--- config.mk ---
export PLATFORM = sky130hd
export DESIGN_NAME = rf_wb_arbiter_flat
export DESIGN_NICKNAME = d
export VERILOG_FILES = /design/src/rtl/rf_wb_arbiter_pkg.sv /design/src/rtl/rf_wb_arbiter_if.sv /design/src/rtl/rf_wb_arbiter_hold_buf.sv /design/src/rtl/rf_wb_arbiter.sv /design/src/flat_wrapper.sv
export SDC_FILE = /design/constraint.sdc
export NUM_CORES = 1
export LEC_CHECK = 0
export CAP_MARGIN = 20
export CORE_MARGIN = 3
export CORE_UTILIZATION = 45
export CTS_BUF_LIST = sky130_fd_sc_hd__clkbuf_2 sky130_fd_sc_hd__clkbuf_4 sky130_fd_sc_hd__clkbuf_8
export DETAILED_ROUTE_END_ITERATION = 12
export HOLD_SLACK_MARGIN = 0.02
export PLACE_DENSITY = 0.74
export REMOVE_ABC_BUFFERS = 1
export SKIP_CTS_REPAIR_TIMING = 1
export SLEW_MARGIN = 25
export SYNTH_ARGS = -nofsm -noshare
export SYNTH_HDL_FRONTEND = slang
export SYNTH_SLANG_ARGS = --single-unit
--- constraint.sdc ---
create_clock -name clk -period 2.8 [get_ports clk]
set_input_delay 0.56 -clock clk [delete_from_list [all_inputs] [get_ports clk]]
set_output_delay 0.56 -clock clk [all_outputs]
set_load 0.01 [all_outputs]
--- src/rtl/rf_wb_arbiter_pkg.sv ---
// Shared definitions for the register-file writeback arbiter.
//   src_e          : writeback source encoding (ALU pipe A, load pipe M)
//   WPORT_RST_VAL  : value loaded into write-port and buffer address/data
//                    registers on reset
package rf_wb_arbiter_pkg;

  typedef enum logic {
    SRC_A = 1'b0,
    SRC_M = 1'b1
  } src_e;

  localparam logic [31:0] WPORT_RST_VAL = 32'd0;

endpackage

--- src/rtl/rf_wb_arbiter_if.sv ---
// Bus bundle between the two writeback sources, the arbiter and the
// register file write port.
//   a_valid/a_addr/a_data/a_ready : ALU writeback handshake
//   m_valid/m_addr/m_data/m_ready : load writeback handshake
//   rf_w_en/rf_w_addr/rf_w_data   : registered register-file write port
//   busy_mask                     : registers with writes still in flight
// Modports: slave = the arbiter, master = the sources / register file side.
interface rf_wb_arbiter_if #(
  parameter int DEPTH = 4,
  parameter int ADDR  = 2,
  parameter int WIDTH = 8
);
  logic             a_valid;
  logic [ADDR-1:0]  a_addr;
  logic [WIDTH-1:0] a_data;
  logic             a_ready;
  logic             m_valid;
  logic [ADDR-1:0]  m_addr;
  logic [WIDTH-1:0] m_data;
  logic             m_ready;
  logic             rf_w_en;
  logic [ADDR-1:0]  rf_w_addr;
  logic [WIDTH-1:0] rf_w_data;
  logic [DEPTH-1:0] busy_mask;

  modport slave (
    input  a_valid, a_addr, a_data, m_valid, m_addr, m_data,
    output a_ready, m_ready, rf_w_en, rf_w_addr, rf_w_data, busy_mask
  );

  modport master (
    output a_valid, a_addr, a_data, m_valid, m_addr, m_data,
    input  a_ready, m_ready, rf_w_en, rf_w_addr, rf_w_data, busy_mask
  );
endinterface

--- src/rtl/rf_wb_arbiter_hold_buf.sv ---
// wb_hold_buf: 1-entry writeback hold buffer.
//   clk, rst        : clock, synchronous active-high reset
//   load            : capture addr_in/data_in this edge (becomes full)
//   free            : entry drained by the arbiter this edge
//   addr_in/data_in : incoming request contents
//   full/addr/data  : buffer state
// A load wins over a free at the same edge, so a buffer drained and
// refilled together stays full with the new contents.
module wb_hold_buf #(
  parameter int ADDR  = 2,
  parameter int WIDTH = 8
) (
  input  logic             clk,
  input  logic             rst,
  input  logic             load,
  input  logic             free,
  input  logic [ADDR-1:0]  addr_in,
  input  logic [WIDTH-1:0] data_in,
  output logic             full,
  output logic [ADDR-1:0]  addr,
  output logic [WIDTH-1:0] data
);
  import rf_wb_arbiter_pkg::*;

  logic             full_reg;
  logic             full_next;
  logic [ADDR-1:0]  addr_reg;
  logic [WIDTH-1:0] data_reg;

  always_comb begin
    full_next = full_reg;
    if (load) begin
      full_next = 1'b1;
    end else if (free) begin
      full_next = 1'b0;
    end
  end

  always_ff @(posedge clk) begin
    if (rst) begin
      full_reg <= 1'b0;
      addr_reg <= ADDR'(WPORT_RST_VAL);
      data_reg <= WIDTH'(WPORT_RST_VAL);
    end else begin
      full_reg <= full_next;
      if (load) begin
        addr_reg <= addr_in;
        data_reg <= data_in;
      end
    end
  end

  assign full = full_reg;
  assign addr = addr_reg;
  assign data = data_reg;
endmodule

--- src/rtl/rf_wb_arbiter.sv ---
// rf_wb_arbiter: shares the register file's single write port between the
// ALU pipe (A) and the load pipe (M). Each source has a 1-entry hold buffer;
// an age-aware round-robin arbiter drains at most one buffer per cycle into
// registered write-port outputs.
//   clk, rst : clock, synchronous active-high reset
//   bus      : rf_wb_arbiter_if.slave (source handshakes, write port,
//              busy_mask of registers with writes in flight)
module rf_wb_arbiter #(
  parameter int DEPTH = 4,
  parameter int ADDR  = 2,
  parameter int WIDTH = 8
) (
  input  logic              clk,
  input  logic              rst,
  rf_wb_arbiter_if.slave    bus
);
  import rf_wb_arbiter_pkg::*;

  logic             a_full, m_full;
  logic [ADDR-1:0]  a_buf_addr, m_buf_addr;
  logic [WIDTH-1:0] a_buf_data, m_buf_data;
  logic             a_ready, m_ready;
  logic             a_load, m_load;
  logic             grant_valid;
  src_e             grant_src;
  logic             a_grant, m_grant;

  src_e             last_grant_reg;
  src_e             older_reg;
  logic             rf_w_en_reg;
  logic [ADDR-1:0]  rf_w_addr_reg;
  logic [WIDTH-1:0] rf_w_data_reg;

  // Grant depends on registered state only. Same-address conflicts must
  // respect arrival order; otherwise alternate to bound the stall to one cycle.
  always_comb begin
    grant_valid = a_full | m_full;
    grant_src   = SRC_A;
    if (a_full && m_full) begin
      if (a_buf_addr == m_buf_addr) begin
        grant_src = older_reg;
      end else begin
        grant_src = (last_grant_reg == SRC_A) ? SRC_M : SRC_A;
      end
    end else if (m_full) begin
      grant_src = SRC_M;
    end
  end

  assign a_grant = grant_valid && (grant_src == SRC_A);
  assign m_grant = grant_valid && (grant_src == SRC_M);

  // Ready never looks at valid, so there is no combinational path back.
  assign a_ready = !rst && (!a_full || a_grant);
  assign m_ready = !rst && (!m_full || m_grant);
  assign a_load  = bus.a_valid && a_ready;
  assign m_load  = bus.m_valid && m_ready;

  wb_hold_buf #(.ADDR(ADDR), .WIDTH(WIDTH)) u_buf_a (
    .clk     (clk),
    .rst     (rst),
    .load    (a_load),
    .free    (a_grant),
    .addr_in (bus.a_addr),
    .data_in (bus.a_data),
    .full    (a_full),
    .addr    (a_buf_addr),
    .data    (a_buf_data)
  );

  wb_hold_buf #(.ADDR(ADDR), .WIDTH(WIDTH)) u_buf_m (
    .clk     (clk),
    .rst     (rst),
    .load    (m_load),
    .free    (m_grant),
    .addr_in (bus.m_addr),
    .data_in (bus.m_data),
    .full    (m_full),
    .addr    (m_buf_addr),
    .data    (m_buf_data)
  );

  // older_reg is only meaningful while both buffers are full. The buffer
  // loaded most recently is the younger one; a simultaneous load makes M older.
  always_ff @(posedge clk) begin
    if (rst) begin
      older_reg <= SRC_A;
    end else if (a_load) begin
      older_reg <= SRC_M;
    end else if (m_load) begin
      older_reg <= SRC_A;
    end
  end

  always_ff @(posedge clk) begin
    if (rst) begin
      last_grant_reg <= SRC_A;
      rf_w_en_reg    <= 1'b0;
      rf_w_addr_reg  <= ADDR'(WPORT_RST_VAL);
      rf_w_data_reg  <= WIDTH'(WPORT_RST_VAL);
    end else begin
      rf_w_en_reg <= grant_valid;
      if (grant_valid) begin
        last_grant_reg <= grant_src;
        rf_w_addr_reg  <= (grant_src == SRC_M) ? m_buf_addr : a_buf_addr;
        rf_w_data_reg  <= (grant_src == SRC_M) ? m_buf_data : a_buf_data;
      end
    end
  end

  // A register is busy while its write sits in either buffer or on the port.
  for (genvar gi = 0; gi < DEPTH; gi++) begin : g_busy
    assign bus.busy_mask[gi] = (a_full && (a_buf_addr == ADDR'(gi)))
                             | (m_full && (m_buf_addr == ADDR'(gi)))
                             | (rf_w_en_reg && (rf_w_addr_reg == ADDR'(gi)));
  end

  assign bus.a_ready   = a_ready;
  assign bus.m_ready   = m_ready;
  assign bus.rf_w_en   = rf_w_en_reg;
  assign bus.rf_w_addr = rf_w_addr_reg;
  assign bus.rf_w_data = rf_w_data_reg;
endmodule

--- src/flat_wrapper.sv ---
// flat-port wrapper written by rule: the top's interface ports become plain ports
module rf_wb_arbiter_flat import rf_wb_arbiter_pkg::*;
#(
  parameter int DEPTH = 4,
  parameter int ADDR  = 2,
  parameter int WIDTH = 8
)
  (clk, rst, bus_a_valid, bus_a_addr, bus_a_data, bus_m_valid, bus_m_addr, bus_m_data, bus_a_ready, bus_m_ready, bus_rf_w_en, bus_rf_w_addr, bus_rf_w_data, bus_busy_mask);
  rf_wb_arbiter_if #(.DEPTH(DEPTH), .ADDR(ADDR), .WIDTH(WIDTH)) bus_i ();
  input  logic clk;
  input  logic rst;
  input wire logic [$bits(bus_i.a_valid)-1:0] bus_a_valid;
  input wire logic [$bits(bus_i.a_addr)-1:0] bus_a_addr;
  input wire logic [$bits(bus_i.a_data)-1:0] bus_a_data;
  input wire logic [$bits(bus_i.m_valid)-1:0] bus_m_valid;
  input wire logic [$bits(bus_i.m_addr)-1:0] bus_m_addr;
  input wire logic [$bits(bus_i.m_data)-1:0] bus_m_data;
  output wire logic [$bits(bus_i.a_ready)-1:0] bus_a_ready;
  output wire logic [$bits(bus_i.m_ready)-1:0] bus_m_ready;
  output wire logic [$bits(bus_i.rf_w_en)-1:0] bus_rf_w_en;
  output wire logic [$bits(bus_i.rf_w_addr)-1:0] bus_rf_w_addr;
  output wire logic [$bits(bus_i.rf_w_data)-1:0] bus_rf_w_data;
  output wire logic [$bits(bus_i.busy_mask)-1:0] bus_busy_mask;
  assign bus_i.a_valid = bus_a_valid;
  assign bus_i.a_addr = bus_a_addr;
  assign bus_i.a_data = bus_a_data;
  assign bus_i.m_valid = bus_m_valid;
  assign bus_i.m_addr = bus_m_addr;
  assign bus_i.m_data = bus_m_data;
  assign bus_a_ready = bus_i.a_ready;
  assign bus_m_ready = bus_i.m_ready;
  assign bus_rf_w_en = bus_i.rf_w_en;
  assign bus_rf_w_addr = bus_i.rf_w_addr;
  assign bus_rf_w_data = bus_i.rf_w_data;
  assign bus_busy_mask = bus_i.busy_mask;
  rf_wb_arbiter #(.DEPTH(DEPTH), .ADDR(ADDR), .WIDTH(WIDTH)) u_core (.clk(clk), .rst(rst), .bus(bus_i));
endmodule
==> results of run 1 <==
per-stage QoR:
stage                     util [%]  hold WS (ps)  power (mW)  setup WS [ps]  cells
final                        63.55         468.9       1.069          172.4    269
after global routing         63.55         499.1       1.115          14.87    269
after CTS                    62.97         471.7       1.070          75.53    269
after detailed placement     61.43         456.6      0.8058          348.2    261
after global placement       61.43         442.3      0.7973          347.4    261
after floorplan                  -         434.7      0.6911          799.5    167
power breakdown:
part           total, mW  switching (mW)  internal, mW
clock network      0.270           0.176        0.0934
registers          0.568          0.0340         0.534
logic              0.231           0.103         0.128
cells in the mapped netlist, drive strengths merged:
cell     count
a211oi       1
a21boi       1
a21o         1
a21oi       13
a32oi        1
and3         1
and3b        1
buf          5
clkbuf       7
clkinv       1
dfxtp       35
inv          3
mux2i       29
nand2       46
nand3        4
nand3b       2
nor2         3
nor3         2
nor4         1
o21a         2
o21ai        1
o221a        9
o221ai       1
o2bb2ai      1
o311ai       1
o31a         2
o31ai        1
or3          1
or3b         1
xnor2        2
layer usage:
metal,up-vias,GRT usage [%],wire [um]
li1,722,-,-
met4,0,9.645,72
met3,11,4.592,255
met1,697,23.10,1737
met2,47,30.73,1882
met5,-,0,0
tightest hold or removal path, stage by stage (launching register included):
cell and delay, ps:
sky130_fd_sc_hd__dfxtp_1 320, sky130_fd_sc_hd__nand2_1 50, sky130_fd_sc_hd__mux2i_1 50
cell families (layout without fill, tap and decap cells):
family                    after synthesis  count (layout)
and+or+nand+nor                        62              62
AOI/OAI and AO/OA                      35              35
DFF                                    35              35
muxes                                  29              29
buffers and inverters                  16              60
xor gates and xnor gates                2               2
path summary, 6_finish.rpt:
check / startpoint / endpoint / slack (ps) / cells past startpoint
hold / removal: u_core.u_buf_m.data[2] / u_core.u_buf_m.data[2] / 470 / 2
setup reg to reg: u_core.u_buf_a.addr[1] / u_core.u_buf_a.addr[0] / 940 / 5
setup / recovery: u_core.u_buf_a.addr[1] / bus_a_ready / 170 / 5
hold reg to reg: u_core.u_buf_m.data[2] / u_core.u_buf_m.data[2] / 470 / 2
final cells by class:
| cell class | instances | area share [%] |
|---|---|---|
| clock buffer | 5 | 1.729 |
| clock inverter | 3 | 0.6916 |
| inverter | 4 | 0.6916 |
| multi-input combinational | 128 | 40.69 |
| sequential | 35 | 32.33 |
| tap | 46 | 2.651 |
| timing repair buffer | 48 | 21.21 |
==> qor.txt, run 1 <==
CLOCKING
--------------------------------------------------------------------------------
Worst-skew pair later-pin latency                                         340 ps
Worst-path clk slew                                                       110 ps
Number of buffers added by the clock tree synthesis step                       5
Clock sinks                                                                   35
Level count of the clock H-tree                                                2
CTS tree                                                                   built
Root buffer selected by CTS                                         sky130_fd_sc_hd__clkbuf_4
Buffer depth of the longest clock path                                         2

TIMING
--------------------------------------------------------------------------------
Transition at the pin with the smallest max-transition slack            573.2 ps
RSZ-0062 raised after global routing                                       false
Highest clock frequency the design can meet                            380.6 MHz
Fraction of the cycle the final worst path needs                          93.84%
Number of slew-limit violations in the final report                            0
Max_slew headroom                                                         61.78%
Period minus WS final                                                    2628 ps
Setup TNS                                                                   0 ps
Number of failing hold endpoints at the final stage                            0
Number of endpoints failing setup at the final stage                           0
Worst-case clock skew                                                   6.063 ps

ROUTE
--------------------------------------------------------------------------------
Number of vias after detailed routing                                      1,477
Post-detailed-route DRC marker count                                           0
Per-cell routed wire length                                             14.68 um
Count of antenna-violating nets left after detailed routing                    0
Final Routed Wirelength                                                 3.948 mm
Detailed Routing Iterations Pass 1                                             4
1st-iter DRT viols                                                           164
Detailed-route vias per instance                                           5.491

FLOORPLAN
--------------------------------------------------------------------------------
Die footprint                                                       0.004415 mm2
Placeable core region                                               0.003416 mm2
Width of the die                                                        66.45 um
Starting density of the core                                              48.13%
Die Y                                                                   66.45 um
Floorplan row count                                                           21
Number of ports placed on the die boundary                                    41

YOSYS
--------------------------------------------------------------------------------
Unique masters post-synth                                                     33
Gate count of the mapped netlist                                             179
Fraction of the mapped netlist area in compound gates                     17.43%
Seq cells post-synth                                                          35
Yosys warning count                                                            0
Largest cells by area after synthesis                               sky130_fd_sc_hd__dfxtp_1 (43%), sky130_fd_sc_hd__mux2i_1 (18%), sky130_fd_sc_hd__nand2_1 (11%)
XOR/XNOR Fraction of Synth Area                                           1.065%
Biggest area consumer among synthesized cells                       sky130_fd_sc_hd__dfxtp_1
Syn Area/Cell                                                          9.185 um2
Synthesized area                                                    0.001644 mm2
Sequential element share of the synthesized area                          42.62%
Mux cell area share after synthesis                                       17.66%
Fraction of the mapped netlist area in simple logic gates                 16.44%
Synth Area in Adders                                                          0%
Largest family of logic cells by synthesized area                   multiplexers
Top cell type's share of synthesized area                                 42.62%

PLACE
--------------------------------------------------------------------------------
Final GP Congestion                                                       0.8780
Placed inst area                                                    0.002098 mm2
Port Buf Inserts                                                              40
HPWL reported at the end of detailed placement                          2.842 mm

FINISH
--------------------------------------------------------------------------------
Area growth, synth to finish                                              32.04%
Count of fill cells added during filler insertion                            290
Final nets                                                                   246
Ant. Diodes                                                                    0
Share of post-route cells with drive strength above 1                     14.80%
Leading cell types in the layout, fill and taps excluded            sky130_fd_sc_hd__nand2_1 (46), sky130_fd_sc_hd__clkdlybuf4s50_1 (40), sky130_fd_sc_hd__dfxtp_1 (34)
Footprint of the multi-input gates                                     883.3 um2
Most common cell after layout, fill and taps aside                  sky130_fd_sc_hd__nand2_1
Sequential cell area in the final layout                               701.9 um2
Area of all placed cells without fillers                            0.002171 mm2

PWR
--------------------------------------------------------------------------------
P_leak                                                                 0.8589 nW
Cell area power density                                             492.5 mW/mm2
Worst-case vdd ir drop                                                 0.3821 mV

WORST SETUP PATH
--------------------------------------------------------------------------------
Worst-path cell with the longest stage delay                        sky130_fd_sc_hd__dfxtp_1
Worst-path cell chain                                               xnor2_2, and3b_1, nor3_1, nor2_1, clkdlybuf4s50_1
Worst-path fanout max                                                          7
Critical Path Source Type                                              flip-flop
Arrival time worst endpoint                                              2070 ps
Required time of the worst setup path                                    2240 ps
Startpoint-to-endpoint class of the critical path                        reg2out
Slowest stage delay, CP                                                   490 ps
Critical path buffer and inverter count                                        1
Critical path's top delay family                                    simple AND/OR/NAND/NOR gates
Kind of end point of the critical path                                output pin

GLOBAL ROUTING
--------------------------------------------------------------------------------
Global-route wire length before repair                                  6.313 mm
Number of antenna violations at the first check in global routing              0
Total global routing track utilization                                    18.96%
Total congestion overflow after global routing                                 0
Vias in the first global route                                             1,420
Largest net degree at the start of global routing                             31

MIN PATH
--------------------------------------------------------------------------------
Min-Delay Path Class                                                     reg2reg

STATUS
--------------------------------------------------------------------------------
Outcome                                                             finished clean

RUN
--------------------------------------------------------------------------------
MaxCap Viol Count                                                              0

(Power assumes the default switching activity.)
==> inputs of run 2 (changes only) <==
TNS_END_PERCENT = 100   (was unset)
==> results of run 2 <==
The final DEF is identical to that of run 1; final timing and power are the same.
==> inputs of run 3 (changes only) <==
CORE_MARGIN = 2   (was 3)
==> run 3 against run 2 <==
  * Power is 0.80% higher
  * Die area is 5.9% lower
  * Critical path type unchanged
  * Critical path depth stayed put
  * Largest cell class unchanged
  * Cell area is 0.23% lower
==> qor.txt, run 3 (synthesis gave the netlist of run 1 again) <==
CLOCKING
--------------------------------------------------------------------------------
Buffer depth of the longest clock path                                         2   unchanged
Clock sinks                                                                   35   unchanged
Level count of the clock H-tree                                                2   unchanged
Root buffer selected by CTS                                         sky130_fd_sc_hd__clkbuf_4   unchanged
Number of buffers added by the clock tree synthesis step                       5   unchanged
Worst-skew pair later-pin latency                                         330 ps   was 340 ps
Worst-path clk slew                                                       100 ps   was 110 ps
CTS tree                                                                   built   unchanged

TIMING
--------------------------------------------------------------------------------
RSZ-0062 raised after global routing                                       false   unchanged
Period minus WS final                                                    2622 ps   was 2628 ps
Setup TNS                                                                   0 ps   unchanged
Transition at the pin with the smallest max-transition slack            600.6 ps   was 573.2 ps
Worst-case clock skew                                                   3.765 ps   was 6.063 ps
Highest clock frequency the design can meet                            381.4 MHz   was 380.6 MHz
Max_slew headroom                                                         59.95%   was 61.78%
Hold Slack                                                              462.9 ps   was 468.9 ps
Fraction of the cycle the final worst path needs                          93.65%   was 93.84%
Number of endpoints failing setup at the final stage                           0   unchanged
Number of failing hold endpoints at the final stage                            0   unchanged
Number of slew-limit violations in the final report                            0   unchanged

WORST SETUP PATH
--------------------------------------------------------------------------------
Launching element of the worst setup path                           u_core.u_buf_a.addr[0]   was u_core.u_buf_a.addr[1]
R2r endpoint                                                        u_core.u_buf_a.data[0]   was u_core.u_buf_a.addr[0]
Arrival time worst endpoint                                              2060 ps   was 2070 ps
Critical Path Source Type                                              flip-flop   unchanged
Worst-path cell with the longest stage delay                        sky130_fd_sc_hd__clkdlybuf4s50_1   was sky130_fd_sc_hd__dfxtp_1
Kind of end point of the critical path                                output pin   unchanged
Required time of the worst setup path                                    2240 ps   about the same
Worst R2R Start                                                     u_core.u_buf_a.addr[0]   was u_core.u_buf_a.addr[1]
Endpoint of the most critical setup path                             bus_a_ready   unchanged
Worst-path fanout max                                                          8   was 7
Cell count of the worst reg-to-reg path                                        5   unchanged
Startpoint-to-endpoint class of the critical path                        reg2out   unchanged
Worst R2R Setup Slack                                                     960 ps   was 940 ps
Worst-path cell chain                                               xnor2_2, a21boi_1, nor3_1, nor2_1, clkdlybuf4s50_1   was xnor2_2, and3b_1, nor3_1, nor2_1, clkdlybuf4s50_1
Slowest stage delay, CP                                                   550 ps   was 490 ps

PLACE
--------------------------------------------------------------------------------
HPWL reported at the end of detailed placement                          2.856 mm   was 2.842 mm
Port Buf Inserts                                                              40   unchanged
Final GP Congestion                                                       0.8684   was 0.8780
# placed instances                                                           260   was 261

STATUS
--------------------------------------------------------------------------------
Outcome                                                             finished clean   unchanged

ROUTE
--------------------------------------------------------------------------------
Post-detailed-route DRC marker count                                           0   unchanged
Final Routed Wirelength                                                 4.004 mm   was 3.948 mm
Detailed-route vias per instance                                           5.468   was 5.491
Detailed Routing Iterations Pass 1                                             4   unchanged
Per-cell routed wire length                                             15.00 um   was 14.68 um
Number of vias after detailed routing                                      1,460   was 1,477
1st-iter DRT viols                                                           101   was 164
Count of antenna-violating nets left after detailed routing                    0   unchanged

FINISH
--------------------------------------------------------------------------------
Ant. Diodes                                                                    0   unchanged
Area growth, synth to finish                                              31.74%   was 32.04%
Leading cell types in the layout, fill and taps excluded            sky130_fd_sc_hd__nand2_1 (46), sky130_fd_sc_hd__clkdlybuf4s50_1 (40), sky130_fd_sc_hd__dfxtp_1 (35)   was sky130_fd_sc_hd__nand2_1 (46), sky130_fd_sc_hd__clkdlybuf4s50_1 (40), sky130_fd_sc_hd__dfxtp_1 (34)
Count of fill cells added during filler insertion                            289   was 290
Sequential cell area in the final layout                               700.7 um2   was 701.9 um2
Footprint of the multi-input gates                                     883.3 um2   unchanged
Share of post-route cells with drive strength above 1                     13.57%   was 14.80%
Most common cell after layout, fill and taps aside                  sky130_fd_sc_hd__nand2_1   unchanged
Final nets                                                                   245   was 246
Final Non-Filler Cells                                                       267   was 269

FLOORPLAN
--------------------------------------------------------------------------------
Width of the die                                                        64.45 um   was 66.45 um
Number of ports placed on the die boundary                                    41   unchanged
Die footprint                                                       0.004153 mm2   was 0.004415 mm2
Placeable core region                                               0.003416 mm2   unchanged
Starting density of the core                                              48.13%   unchanged
Die Y                                                                   64.45 um   was 66.45 um
Floorplan row count                                                           21   unchanged

GLOBAL ROUTING
--------------------------------------------------------------------------------
Total congestion overflow after global routing                                 0   unchanged
Number of antenna violations at the first check in global routing              0   unchanged
Global-route wire length before repair                                  6.989 mm   was 6.313 mm
Largest net degree at the start of global routing                             25   was 31
Vias in the first global route                                             1,561   was 1,420
Total global routing track utilization                                    21.91%   was 18.96%

PWR
--------------------------------------------------------------------------------
P_leak                                                                 0.8532 nW   was 0.8589 nW
Cell area power density                                             497.6 mW/mm2   was 492.5 mW/mm2
Worst-case vdd ir drop                                                 0.3358 mV   was 0.3821 mV

MIN PATH
--------------------------------------------------------------------------------
Start point of the worst hold path                                  u_core.u_buf_m.data[6]   was u_core.u_buf_m.data[2]
Min-Delay Path Class                                                     reg2reg   unchanged

RUN
--------------------------------------------------------------------------------
MaxCap Viol Count                                                              0   unchanged

run 3: final cells by class:
cell class / instances / share of cell area [%]
clock buffer: 6 / 2.369
multi-input combinational: 128 / 40.79
sequential: 35 / 32.35
inverter: 4 / 0.6932
clock inverter: 1 / 0.2311
tap: 46 / 2.657
timing repair buffer: 47 / 20.91
run 3: worst max-delay path: cells and delay by family, from the launching register on:
family | cells | cell delay (ps)
AOI/OAI and AO/OA | 1 | 290
DFF | 1 | 510
and+or+nand+nor | 2 | 230
buffers and inverters | 1 | 550
xor gates and xnor gates | 1 | 150
run 3: worst min path at each step:
stage	endpoint	slack (ps)	cells past startpoint
after floorplan	u_core.u_buf_m.data[0]	430	2
after global placement	u_core.u_buf_m.data[3]	440	2
after detailed placement	u_core.u_buf_m.data[7]	450	2
after CTS	u_core.u_buf_m.data[6]	470	2
after global routing	u_core.u_buf_m.data[3]	500	2
final	u_core.u_buf_m.data[6]	460	2
run 3: layer usage:
layer | share of wire (%) | GRT usage (%)
met2 | 47 | 35.81
met1 | 45 | 26.48
met3 | 5.5 | 5.035
met4 | 1.9 | 12.50
met5 | 0 | 0
run 3: per-stage QoR:
stage          area (um2)  util, %  power [mW]  worst slack, ps
6_report             2166    63.41       1.078            177.9
5_1_grt              2166    63.41       1.142            20.57
4_1_cts              2147    62.86       1.080            99.61
3_5_place_dp         2091    61.21      0.8049            475.5
3_3_place_gp         2091    61.21      0.7990            529.2
2_1_floorplan        1580        -      0.6911            799.5
run 3: power breakdown:
| group | switching [mW] | internal, mW | total (mW) |
|---|---|---|---|
| registers | 0.0338 | 0.534 | 0.568 |
| logic | 0.104 | 0.127 | 0.231 |
| clock network | 0.163 | 0.116 | 0.279 |
